`src/rtl/fp_pkg.sv`:
```
// Shared floating-point types: formats, rounding modes, unrounded results, flags.
package fp_pkg;

   typedef enum logic [1:0] {
      FP32 = 2'd0,
      FP64 = 2'd1,
      FP16 = 2'd2
   } fp_format_e;

   function automatic int unsigned exp_bits(fp_format_e fmt);
      case (fmt)
         FP64:    return 11;
         FP16:    return 5;
         default: return 8;
      endcase
   endfunction

   function automatic int unsigned man_bits(fp_format_e fmt);
      case (fmt)
         FP64:    return 52;
         FP16:    return 10;
         default: return 23;
      endcase
   endfunction

   function automatic int unsigned fp_width(fp_format_e fmt);
      return 1 + exp_bits(fmt) + man_bits(fmt);
   endfunction

   localparam fp_format_e  FP_FORMAT_DEF = FP32;
   localparam int unsigned FP_WIDTH      = fp_width(FP_FORMAT_DEF);
   localparam int unsigned EXP_WIDTH     = exp_bits(FP_FORMAT_DEF);
   localparam int unsigned MANT_WIDTH    = man_bits(FP_FORMAT_DEF);

   typedef enum logic [2:0] {
      RNE = 3'b000,
      RTZ = 3'b001,
      RDN = 3'b010,
      RUP = 3'b011,
      RMM = 3'b100
   } roundmode_e;

   typedef struct packed {
      logic                  sign;
      logic [EXP_WIDTH-1:0]  exponent;
      logic [MANT_WIDTH-1:0] mantissa;
   } fp_encoding_t;

   // rs = {round, sticky}; exp_cout = {tiny, exponent overflow}
   typedef struct packed {
      logic [FP_WIDTH-1:0] u_result;
      logic [1:0]          rs;
      logic                round_en;
      logic                invalid;
      logic [1:0]          exp_cout;
   } uround_res_t;

   typedef struct packed {
      logic nv;
      logic dz;
      logic of;
      logic uf;
      logic nx;
   } fflags_t;

endpackage

```
`src/rtl/fp_round_core.sv`:
```
// Combinational rounding: increment decision, overflow saturation and exception flags.
module fp_round_core
   import fp_pkg::*;
#(
   parameter int unsigned EXP_W = 8,
   parameter int unsigned MAN_W = 23
) (
   input  logic [EXP_W+MAN_W:0]   u_result_i,
   input  logic [1:0]             rs_i,
   input  logic                   round_en_i,
   input  logic                   invalid_i,
   input  logic [1:0]             exp_cout_i,
   input  roundmode_e             rnd_i,
   output logic [EXP_W+MAN_W:0]   result_c_o,
   output fflags_t                fflags_c_o
);

   localparam int unsigned EM_W = EXP_W + MAN_W;

   logic             sign;
   logic             lsb;
   logic             rbit;
   logic             sbit;
   logic             inc;
   logic             of;
   logic             nx;
   logic             to_inf;
   logic [EM_W-1:0]  em_sum;
   logic [EXP_W-1:0] exp_post;

   always_comb begin
      sign   = u_result_i[EM_W];
      lsb    = u_result_i[0];
      rbit   = rs_i[1];
      sbit   = rs_i[0];
      inc    = 1'b0;
      to_inf = 1'b1;
      // Unlisted mode codes fall back to round-to-nearest-even
      case (rnd_i)
         RTZ: begin
            inc    = 1'b0;
            to_inf = 1'b0;
         end
         RDN: begin
            inc    = sign & (rbit | sbit);
            to_inf = sign;
         end
         RUP: begin
            inc    = ~sign & (rbit | sbit);
            to_inf = ~sign;
         end
         RMM: inc = rbit;
         default: inc = rbit & (sbit | lsb);
      endcase

      // Mantissa carry ripples straight into the exponent field
      em_sum   = u_result_i[EM_W-1:0] + EM_W'(inc);
      exp_post = em_sum[EM_W-1:MAN_W];
      of       = round_en_i & ((&exp_post) | exp_cout_i[0]);
      nx       = round_en_i & (rbit | sbit | of);

      result_c_o = u_result_i;
      if (round_en_i) begin
         result_c_o = {sign, em_sum};
         if (of) begin
            if (to_inf)
               result_c_o = {sign, {EXP_W{1'b1}}, {MAN_W{1'b0}}};
            else
               result_c_o = {sign, {(EXP_W-1){1'b1}}, 1'b0, {MAN_W{1'b1}}};
         end
      end

      fflags_c_o.nv = invalid_i;
      fflags_c_o.dz = 1'b0;
      fflags_c_o.of = of;
      fflags_c_o.uf = round_en_i & exp_cout_i[1] & nx;
      fflags_c_o.nx = nx;
   end

endmodule

```
`src/rtl/fp_round_stage.sv`:
```
// Rounding output stage: rounds on accept and buffers results in an output reg plus skid reg.
module fp_round_stage
   import fp_pkg::*;
#(
   parameter fp_format_e FP_FORMAT = FP32
) (
   input  logic                             clk_i,
   input  logic                             reset_ni,
   input  logic                             valid_i,
   output logic                             ready_o,
   input  uround_res_t                      urnd_i,
   input  roundmode_e                       rnd_i,
   input  logic                             kill_i,
   output logic                             valid_o,
   input  logic                             ready_i,
   output logic [fp_width(FP_FORMAT)-1:0]   result_o,
   output logic [4:0]                       fflags_o
);

   localparam int unsigned FP_W = fp_width(FP_FORMAT);
   localparam int unsigned EXP_W = exp_bits(FP_FORMAT);
   localparam int unsigned MAN_W = man_bits(FP_FORMAT);

   typedef enum logic [1:0] {
      EMPTY = 2'd0,
      ONE   = 2'd1,
      FULL  = 2'd2
   } buf_state_e;

   buf_state_e       state_q, state_d;
   logic             valid_q, valid_d;
   logic             ready_q, ready_d;
   logic [FP_W-1:0]  res_q, res_d;
   fflags_t          flg_q, flg_d;
   logic [FP_W-1:0]  skid_res_q, skid_res_d;
   fflags_t          skid_flg_q, skid_flg_d;
   logic [FP_W-1:0]  rnd_res_c;
   fflags_t          rnd_flg_c;
   logic             in_xfer;
   logic             out_xfer;

   fp_round_core #(
      .EXP_W (EXP_W),
      .MAN_W (MAN_W)
   ) u_core (
      .u_result_i (urnd_i.u_result),
      .rs_i       (urnd_i.rs),
      .round_en_i (urnd_i.round_en),
      .invalid_i  (urnd_i.invalid),
      .exp_cout_i (urnd_i.exp_cout),
      .rnd_i      (rnd_i),
      .result_c_o (rnd_res_c),
      .fflags_c_o (rnd_flg_c)
   );

   // Buffer next-state and register load selection
   always_comb begin
      state_d    = state_q;
      res_d      = res_q;
      flg_d      = flg_q;
      skid_res_d = skid_res_q;
      skid_flg_d = skid_flg_q;
      in_xfer    = valid_i & ready_q;
      out_xfer   = valid_q & ready_i;

      case (state_q)
         EMPTY: begin
            if (in_xfer) begin
               res_d   = rnd_res_c;
               flg_d   = rnd_flg_c;
               state_d = ONE;
            end
         end
         ONE: begin
            if (in_xfer && out_xfer) begin
               res_d = rnd_res_c;
               flg_d = rnd_flg_c;
            end else if (in_xfer) begin
               skid_res_d = rnd_res_c;
               skid_flg_d = rnd_flg_c;
               state_d    = FULL;
            end else if (out_xfer) begin
               state_d = EMPTY;
            end
         end
         FULL: begin
            if (out_xfer) begin
               res_d   = skid_res_q;
               flg_d   = skid_flg_q;
               state_d = ONE;
            end
         end
         default: state_d = EMPTY;
      endcase

      if (kill_i)
         state_d = EMPTY;

      valid_d = (state_d != EMPTY);
      ready_d = (state_d != FULL);
   end

   always_ff @(posedge clk_i or negedge reset_ni) begin
      if (!reset_ni) begin
         state_q <= EMPTY;
         valid_q <= 1'b0;
         ready_q <= 1'b1;
         res_q   <= '0;
         flg_q   <= '0;
      end else begin
         state_q <= state_d;
         valid_q <= valid_d;
         ready_q <= ready_d;
         res_q   <= res_d;
         flg_q   <= flg_d;
      end
   end

   // Skid contents are only observed after being moved into the output reg
   always_ff @(posedge clk_i) begin
      skid_res_q <= skid_res_d;
      skid_flg_q <= skid_flg_d;
   end

   assign valid_o  = valid_q;
   assign ready_o  = ready_q;
   assign result_o = res_q;
   assign fflags_o = 5'(flg_q);

endmodule

```
`config.mk`:
```
export PLATFORM = sky130hd
export DESIGN_NAME = fp_round_stage
export DESIGN_NICKNAME = d
export VERILOG_FILES = /design/src/rtl/fp_pkg.sv /design/src/rtl/fp_round_core.sv /design/src/rtl/fp_round_stage.sv
export SDC_FILE = /design/constraint.sdc
export NUM_CORES = 1
export LEC_CHECK = 0
export CORE_MARGIN = 5
export CORE_UTILIZATION = 65
export DETAILED_ROUTE_END_ITERATION = 12
export DONT_BUFFER_PORTS = 1
export PLACE_DENSITY = 0.91
export RECOVER_POWER = 50
export SYNTH_ARGS = -nofsm -noshare
export SYNTH_HDL_FRONTEND = slang
export SYNTH_SLANG_ARGS = --single-unit
```
`constraint.sdc`:
```
create_clock -name clk_i -period 9.1 [get_ports clk_i]
set_clock_uncertainty 0.15 [all_clocks]
set_input_delay 0.91 -clock clk_i [delete_from_list [all_inputs] [get_ports clk_i]]
set_output_delay 0.91 -clock clk_i [all_outputs]
set_load 0.02 [all_outputs]
```
==> impl_metrics.toml, run 1 <==
[power]
ir_worst_vdd_v = 0.0000846
leakage_nw = 1.80
p_per_area_mw_per_mm2 = 191

[clock_network]
cts_buffers = 9
clock_tree.root_cell = "clkbuf_8"
cts_hold_buf = 0
clock_path_buffers = 2
postCtsSetupRepairBufs = 0
tritoncts = "done"
cts.clk_slew.worst_paths_ns = 0.08
cts_max_level = 3
post_cts_resized = 0
cts_sinks = 76
clk_latency_ns = 0.35

[run]
maxCapViolCount = 1

[synthesis]
ys.flop_type = "dfrtp_1"
synth_xor_area_frac = 0.00558
synthTopCellsByArea = "edfxtp_1, dfrtp_1, nand2_1"
synth_top_area_share = 0.230
ys_ff_latch = 76
yosys.area.top_type = "edfxtp_1"
ys_async_sr_fraction = 0.526
yosysSeqAreaShare = 0.443
synth_warnings = 0
ys_types = 76
synth_top_family_by_area = "compound AO/OA/AOI/OAI gates"
synth_fp_nets = 563
synth-simple-area-share = 0.241
postSynthAreaPerCell_sq_um = 9.14
synth-compound-area-share = 0.254
synthAdderAreaFrac = 0.00532
synthesis.area_sq_mm = 0.00471
synth_mux_area_frac = 0.00452
synth_edf_count = 36
netlist_instances = 515

[drt]
dr.pass1.iters = 6
drtIter0Drc = 667
drcViolationCount = 0
routed_wl_mm = 13.6
avgViaCountPerCell = 7.24
vias = 4315
wl_per_cell_um = 22.8
detail-route-antenna-nets = 0

[critical_path]
critPathArrivalTime_ns = 4.72
worstSetupEndpointType = "flop"
cp.required_ns = 9.06
startpoint_type = "input port"
critPathKind = "in -> reg"
crit_path_max_fanout = 12

[die]
die_w_um = 95.1
rows = 31
io_pins = 85
initial_core_util = 0.660
core_area_sq_mm = 0.00714
die_h_um = 95.1
die-area_sq_mm = 0.00904

[place]
dpl.hpwl_mm = 9.52
routabilityCongestion = 0.988
dpl.cell_count = 580
port_buffers = 0

[finish]
antenna_cells = 0
syn2layout_area_growth_pct = 3.24
instances_no_fill = 596
drive_gt1_frac = 0.0785
final_common_cell = "nand2_1"
finish.net_count = 540
mostFrequentLayoutCells = "nand2_1, nor2_1, dfrtp_1, o21ai_0, edfxtp_1"

[timing]
slew_headroom = -0.424
max_slew.worst_pin.slew_ns = 2.14
timing.final.max_slew_violations = 37
hold_viol = 0
period_needed_ns = 4.76
setup_viol = 0
max_freq_ghz = 0.210
setup_tns_ns = 0
finalCritPeriodShare = 0.523
rsz0062_at_grt = "no"

[run_status]
status = "finished, violations left"
violations = "capacitance limit, slew limit"

[global_route]
grt_pass1_vias = 4036
grtUsageMet1 = 0.420
met3_usage = 0.0773
grt-busiest-layer = "met2"
antenna_found_initial = 0
grt_max_degree = 44
grt_usage = 0.310
gr-usage-met2 = 0.477
grt_first_pass_wirelength_mm = 21.3
grt-ovfl-total = 0

[min_path]
hp-class = "in -> async"
cells by family after synthesis:
family	after synthesis
and+or+nand+nor	216
AOI/OAI and AO/OA	167
DFF	76
buffers and inverters	48
xor gates and xnor gates	3
adders and majority gates	2
muxes	2
other	1
cell type report:
cell class / count / area, sq um
multi-input combinational: 391 / 2410
fill: 598 / 2280
sequential: 76 / 2080
clock buffer: 12 / 155
tap: 99 / 124
inverter: 10 / 37.5
timing repair buffer: 4 / 26.3
clock inverter: 4 / 25.0
worst max-delay path: stages:
cell and delay, ns:
nor2b_1 0.12, xnor2_1 0.19, nor2_1 0.15, a21oi_1 0.14
ha_1 0.28, ha_1 0.26, and3_1 0.37, nand4_1 0.26
or3b_1 0.43, a21o_1 0.17, and2_1 0.32, o21ai_0 0.68
o2bb2ai_1 0.19, or2_1 0.25
metal layers:
layer / share of wire / wire length, um
met1: 0.39 / 5280
met2: 0.47 / 6320
met3: 0.11 / 1520
met4: 0.035 / 469
met5: 0 / 0
power by group:
group / total, mW / internal, mW / switching (mW)
Sequential: 0.524 / 0.422 / 0.102
Clock: 0.242 / 0.113 / 0.129
Combinational: 0.160 / 0.0612 / 0.0988
Total: 0.926 / 0.596 / 0.330
cells in the mapped netlist, types with 7 or more instances:
master and n:
a21oi_1 24, nand3_1 19, and2_1 7, dfrtp_1 39, nor2_1 46, edfxtp_1 36, o31ai_1 16, or3_1 10
nand4_1 10, a31oi_1 16, and3_1 20, buf_2 7, clkbuf_1 23, nor3_1 14, o31a_1 7, nand2_1 54
inv_1 10, o21ai_0 37
worst paths after layout:
| kind | from | slack, ns | cells after the start | end |
|---|---|---|---|---|
| setup / recovery | rnd_i[1] | 4.34 | 14 | skid_res_q[19]$_DFFE_PP_ |
| hold / removal | reset_ni | 0.09 | 0 | result_o[20]$_DFFE_PN0P_ |
| setup reg to reg | ready_o$_DFF_PN1_ | 6.03 | 3 | skid_res_q[31]$_DFFE_PP_ |
| hold reg to reg | skid_res_q[27]$_DFFE_PP_ | 0.39 | 2 | result_o[27]$_DFFE_PN0P_ |
| max in group asynchronous | reset_ni | 8.52 | 0 | ready_o$_DFF_PN1_ |
| min in group clk_i | skid_res_q[27]$_DFFE_PP_ | 0.39 | 2 | result_o[27]$_DFFE_PN0P_ |
metrics by stage:
step	instance area, sq um	total power [mW]	util	hold WS, ns	setup slack, ns
floorplan	4710	0.645	-	0.354	4.82
global placement	4690	0.680	0.657	0.358	4.27
detailed placement	4690	0.691	0.657	0.370	4.11
CTS	4870	0.926	0.682	0.0834	4.48
global route	4860	0.962	0.681	0.0737	4.18
finish	4860	0.926	0.681	0.0911	4.34
state kept, by name (all words and copies together) (netlist names):
register / flops
state_q: 2
valid_o: 1
result_o: 32
ready_o: 1
skid_flg_q: 4
skid_res_q: 32
fflags_o: 4
(Power assumes the default switching activity.)
==> run 2, diff against run 1 <==
--- a/config.mk
+++ b/config.mk
@@ -6,10 +6,10 @@
 export NUM_CORES = 1
 export LEC_CHECK = 0
 export CORE_MARGIN = 5
-export CORE_UTILIZATION = 65
+export CORE_UTILIZATION = 64
 export DETAILED_ROUTE_END_ITERATION = 12
 export DONT_BUFFER_PORTS = 1
-export PLACE_DENSITY = 0.91
+export PLACE_DENSITY = 0.9
 export RECOVER_POWER = 50
 export SYNTH_ARGS = -nofsm -noshare
 export SYNTH_HDL_FRONTEND = slang
==> constraint.sdc (replaced) <==
create_clock -name clk_i -period 4.76 [get_ports clk_i]
set_clock_uncertainty 0.15 [all_clocks]
set_input_delay 0.476 -clock clk_i [delete_from_list [all_inputs] [get_ports clk_i]]
set_output_delay 0.476 -clock clk_i [all_outputs]
set_load 0.02 [all_outputs]
==> run 2 against run 1 <==
Against the previous run: the flow still finishes with violations (capacitance limit, slew limit); sequential share of layout area down 0.68 points; die area up 1.4%; design area up 1.6%; setup slack worse by 3.8 ns; critical path type unchanged; largest cell class unchanged.
==> impl_metrics.toml, run 2 (synthesized netlist as in run 1, its figures left out) <==
[die]
die_h_um = 95.8
io_pins = 85
die-area_sq_mm = 0.00917
core_area_sq_mm = 0.00721
rows = 31
die_w_um = 95.8
initial_core_util = 0.652

[drt]
drtIter0Drc = 566
vias = 4309
routed_wl_mm = 14.1
detail-route-antenna-nets = 0
drcViolationCount = 0
dr.pass1.iters = 5
wl_per_cell_um = 23.3
avgViaCountPerCell = 7.15

[run]
maxCapViolCount = 2

[power]
p_per_area_mw_per_mm2 = 372
total_power_mw = 1.84
leakage_nw = 1.84
ir_worst_vdd_v = 0.000156

[clock_network]
clock_path_buffers = 2
cts.clk_slew.worst_paths_ns = 0.08
clk_latency_ns = 0.35
post_cts_resized = 0
cts_hold_buf = 2
postCtsSetupRepairBufs = 0
cts_buffers = 9
cts_sinks = 76
cts_max_level = 3
tritoncts = "done"
clock_tree.root_cell = "clkbuf_8"

[global_route]
grt-busiest-layer = "met2"
grt_max_degree = 41
grtUsageMet1 = 0.409
grt_pass1_vias = 4093
grt_first_pass_wirelength_mm = 21.7
grt_usage = 0.314
gr-usage-met2 = 0.497
met3_usage = 0.0891
grt-ovfl-total = 0
antenna_found_initial = 0

[min_path]
hp-class = "in -> reg"
hold_path_startpoint = "kill_i"
hold_path_depth = 1
hold_path_end = "state_q[0]$_DFF_PN0_"

[finish]
finish.net_count = 547
final_common_cell = "nand2_1"
mostFrequentLayoutCells = "nand2_1, nor2_1, dfrtp_1, o21ai_0, edfxtp_1"
drive_gt1_frac = 0.0893
syn2layout_area_growth_pct = 4.92
instances_no_fill = 603
utilization = 0.685
final_cell_area_sq_mm = 0.00494
antenna_cells = 0

[critical_path]
critPathArrivalTime_ns = 4.25
r2r_end = "result_o[9]$_DFFE_PN0P_"
timing.rr.start = "valid_o$_DFF_PN0_"
r2r_slack_ns = 1.46
cp.required_ns = 4.83
worstSetupEndpointType = "flop"
critPathKind = "in -> reg"
worstRegToRegCells = 7
crit_path_max_fanout = 18
startpoint_type = "input port"

[timing]
slew_headroom = -0.544
hold_viol = 0
rsz0062_at_grt = "no"
finalCritPeriodShare = 0.879
timing.final.max_slew_violations = 78
setup_viol = 0
max_slew.worst_pin.slew_ns = 2.32
max_freq_ghz = 0.239
period_needed_ns = 4.18
setup_tns_ns = 0

[place]
post_dp_cell_area_sq_mm = 0.00473
port_buffers = 0
dpl.cell_count = 585
routabilityCongestion = 0.993
dpl.hpwl_mm = 9.84

[run_status]
status = "finished, violations left"
violations = "capacitance limit, slew limit"
## run 2: cell count changes in the layout (fill, tap and decap cells not counted)
cell | before | now
buf_4 | 3 | 8
bufinv_16 | 0 | 1
clkbuf_8 | 11 | 10
clkinv_2 | 2 | 0
clkinvlp_4 | 2 | 3
dlygate4sd3_1 | 0 | 1
inv_6 | 0 | 2
## run 2: final cells by class
cell class / count / area, sq um
clock buffers: 10 / 138
clock inverters: 6 / 70.1
fillers: 575 / 2280
inverters: 10 / 37.5
multi-input cells: 391 / 2410
flip-flops and latches: 76 / 2080
well taps: 99 / 124
repair buffers: 11 / 77.6
## run 2: power by group
group,internal [mW],switching [mW]
combinational,0.120,0.202
clock,0.260,0.255
sequential,0.807,0.196
total,1.19,0.653
## run 2: worst max-delay path by stage
stage              from                  endpoint  slack (ns)
2_1_floorplan  rnd_i[1]  skid_res_q[22]$_DFFE_PP_        0.91
3_5_place_dp   rnd_i[1]  skid_res_q[10]$_DFFE_PP_        0.30
4_1_cts        rnd_i[1]   result_o[9]$_DFFE_PN0P_        0.64
3_3_place_gp   rnd_i[1]  skid_res_q[10]$_DFFE_PP_        0.52
6_report       rnd_i[1]   result_o[9]$_DFFE_PN0P_        0.58
5_1_grt        rnd_i[1]   result_o[9]$_DFFE_PN0P_        0.24
## run 2: per-layer routing
metal  part of all wire  routed length (um)  vias up
met5                  0                   0        -
met4              0.031                 438        0
met3               0.12                1660       43
met2               0.46                6520      278
met1               0.39                5440     2065
li1                   -                   -     1923
## run 2: critical path, stage by stage
cell and delay, ns:
nor2b_1 0.12, xnor2_1 0.20, nor2_1 0.14, a21oi_1 0.16, ha_1 0.27, ha_1 0.26
and3_1 0.34, nand4_1 0.26, or3b_1 0.43, a21o_1 0.17, and2_1 0.30, o211ai_4 0.52
o21ai_1 0.22, o31ai_1 0.37
## run 2: per-stage QoR
| stage | setup slack [ns] | hold slack [ns] |
|---|---|---|
| 2_1_floorplan | 0.913 | 0.0304 |
| 3_3_place_gp | 0.519 | 0.0314 |
| 3_5_place_dp | 0.300 | 0.0315 |
| 4_1_cts | 0.640 | 0.0238 |
| 5_1_grt | 0.242 | 0.0324 |
| 6_report | 0.577 | 0.0386 |
==> run 3, diff against run 2 <==
--- a/config.mk
+++ b/config.mk
@@ -13,4 +13,5 @@
 export RECOVER_POWER = 50
 export SYNTH_ARGS = -nofsm -noshare
 export SYNTH_HDL_FRONTEND = slang
+export SYNTH_HIERARCHICAL = 1
 export SYNTH_SLANG_ARGS = --single-unit
==> run 3 against run 2 <==
Against the previous run: the flow still finishes with violations (capacitance limit, slew limit); critical path depth grew 1; worst hold slack lost 0.016 ns; utilization grew 0.84 points; area after synthesis shrank 3.1%; power shrank 0.81%; global-route usage shrank 6.1 points; flip-flop and latch count grew 2; cell count shrank 18%; synthesized cell count shrank 21%; non-clock buffer count shrank 2; clock power shrank 3%; critical path type unchanged; critical endpoint is now result_o[14]$_DFFE_PN0P_; highest routed layer unchanged.
==> impl_metrics.toml, run 3 <==
[timing]
hold_viol = 0
setup_viol = 0
slew_headroom = -0.555
timing.final.max_slew_violations = 80
finalCritPeriodShare = 0.851
rsz0062_at_grt = "no"
period_needed_ns = 4.05
max_freq_ghz = 0.247
setup_tns_ns = 0
max_slew.worst_pin.slew_ns = 2.33

[power]
p_per_area_mw_per_mm2 = 383
leakage_nw = 1.76
ir_worst_vdd_v = 0.000238

[clock_network]
cts_sinks = 78
clk_latency_ns = 0.35
cts_max_level = 3
clock_path_buffers = 2
cts.clk_slew.worst_paths_ns = 0.08
clock_tree.root_cell = "clkbuf_8"
tritoncts = "done"
cts_buffers = 9
post_cts_resized = 0

[synthesis]
ys.flop_type = "dfrtp_1"
synthesis.area_sq_mm = 0.00456
synthTopCellsByArea = "edfxtp_1, dfrtp_1, mux2_2"
synth_common_cells = "mux2_2, dfrtp_1, edfxtp_1"
netlist_instances = 405
synth_warnings = 6
synth.most_common_cell = "mux2_2"
ys_async_sr_fraction = 0.526
synth-simple-area-share = 0.142
ys_ff_latch = 78
yosys.area.top_type = "edfxtp_1"
synth_mux_area_frac = 0.187
ys_types = 61
postSynthAreaPerCell_sq_um = 11.3
synthAdderAreaFrac = 0.00549
synth_fp_nets = 453
synth_xor_area_frac = 0.00192
synth_top_area_share = 0.244
synth_edf_count = 37
synth-compound-area-share = 0.140
yosysSeqAreaShare = 0.469
synth_top_family_by_area = "multiplexers"

[global_route]
grt-ovfl-total = 0
grt_usage = 0.254
grt_pass1_vias = 3340
grt_max_degree = 45
antenna_found_initial = 0
grt_first_pass_wirelength_mm = 17.3

[drt]
avgViaCountPerCell = 6.70
drcViolationCount = 0
dr.pass1.iters = 5
vias = 3330
detail-route-antenna-nets = 0
routed_wl_mm = 10.7
drtIter0Drc = 245
wl_per_cell_um = 21.5

[critical_path]
critPathKind = "in -> reg"
cp.required_ns = 4.85
crit_path_max_fanout = 11
critPathArrivalTime_ns = 4.13
worstSetupEndpointType = "flop"
startpoint_type = "input port"

[finish]
utilization = 0.693
final_common_cell = "mux2_2"
antenna_cells = 0
mostFrequentLayoutCells = "mux2_2, dfrtp_1, edfxtp_1, nand2_1, nor2_1"
syn2layout_area_growth_pct = 4.36
drive_gt1_frac = 0.257
finish.net_count = 444
fill_cells = 521

[run_status]
status = "finished, violations left"
violations = "capacitance limit, slew limit"

[place]
routabilityCongestion = 0.917
dpl.hpwl_mm = 7.55
port_buffers = 0

[die]
initial_core_util = 0.664
die-area_sq_mm = 0.00891
io_pins = 85
die_h_um = 94.4
rows = 30
core_area_sq_mm = 0.00687
die_w_um = 94.4

[min_path]
hp-class = "in -> reg"

[run]
maxCapViolCount = 2
## run 3: cell type report
| type | instances | area (sq um) | area share |
|---|---|---|---|
| multi-input cells | 284 | 2190 | 0.460 |
| flip-flops and latches | 78 | 2140 | 0.449 |
| clock buffers | 9 | 124 | 0.0260 |
| well taps | 96 | 120 | 0.0252 |
| clock inverters | 7 | 73.8 | 0.0155 |
| repair buffers | 9 | 62.6 | 0.0131 |
| inverters | 14 | 52.6 | 0.0110 |
## run 3: worst max-delay path: stages
cell and delay, ns:
nor2b_1 0.12, xnor2_1 0.18, nor2_1 0.10, a21oi_1 0.13
ha_1 0.23, ha_1 0.23, and3_1 0.31, and3b_1 0.27
a31o_2 0.19, a221oi_4 0.10, o21ai_1 0.77, o41ai_1 0.20
a22o_1 0.29, mux2_2 0.25, mux2_1 0.29
## run 3: where the power goes
part           internal, mW  leakage, nW  switching (mW)
Sequential            0.831        0.827           0.203
Clock                 0.243       0.0895           0.257
Combinational         0.157        0.845           0.134
Total                  1.23         1.76           0.593
## run 3: routing by layer
metal / global-route usage / vias up / wire length [um]
li1: - / 1532 / -
met1: 0.314 / 1621 / 4190
met2: 0.408 / 160 / 5230
met3: 0.0900 / 17 / 1100
met4: 0.0963 / 0 / 172
met5: 0 / - / 0
## run 3: path summary, 6_finish.rpt
check                                    startpoint                        to  slack (ns)  cells past startpoint
setup reg to reg                  ready_o$_DFF_PN1_   skid_res_q[9]$_DFFE_PP_        1.58                      3
min in group asynchronous                  reset_ni  result_o[19]$_DFFE_PN0P_        1.23                      2
hold / removal                               kill_i         valid_o$_DFF_PN0_        0.02                      1
setup / recovery                           rnd_i[1]  result_o[14]$_DFFE_PN0P_        0.71                     15
hold reg to reg            skid_res_q[14]$_DFFE_PP_  result_o[14]$_DFFE_PN0P_        0.45                      2
max in group asynchronous                  reset_ni  result_o[24]$_DFFE_PN0P_        1.90                      2
## run 3: repair_timing
action                                 CTS  global route
hold buffers                             2             0
buffers inserted                         0             0
endpoints found under the hold margin   41             0
## run 3: stage by stage
step	instance area (sq um)	instances	setup slack (ns)	hold slack [ns]	power, mW
floorplan	4560	405	0.636	0.0304	1.28
global placement	4550	479	0.494	0.0314	1.31
detailed placement	4550	479	0.427	0.0316	1.34
CTS	4780	497	0.794	0.0164	1.84
global route	4760	497	0.457	0.00599	1.91
finish	4760	497	0.711	0.0224	1.82
## run 3: logic make-up after synthesis
logic type	Yosys count
simple gates	118
fa+ha+maj	2
compound gates	86
other cells	1
flops	78
xor+xnor	1
mux	76
buf+inv	43
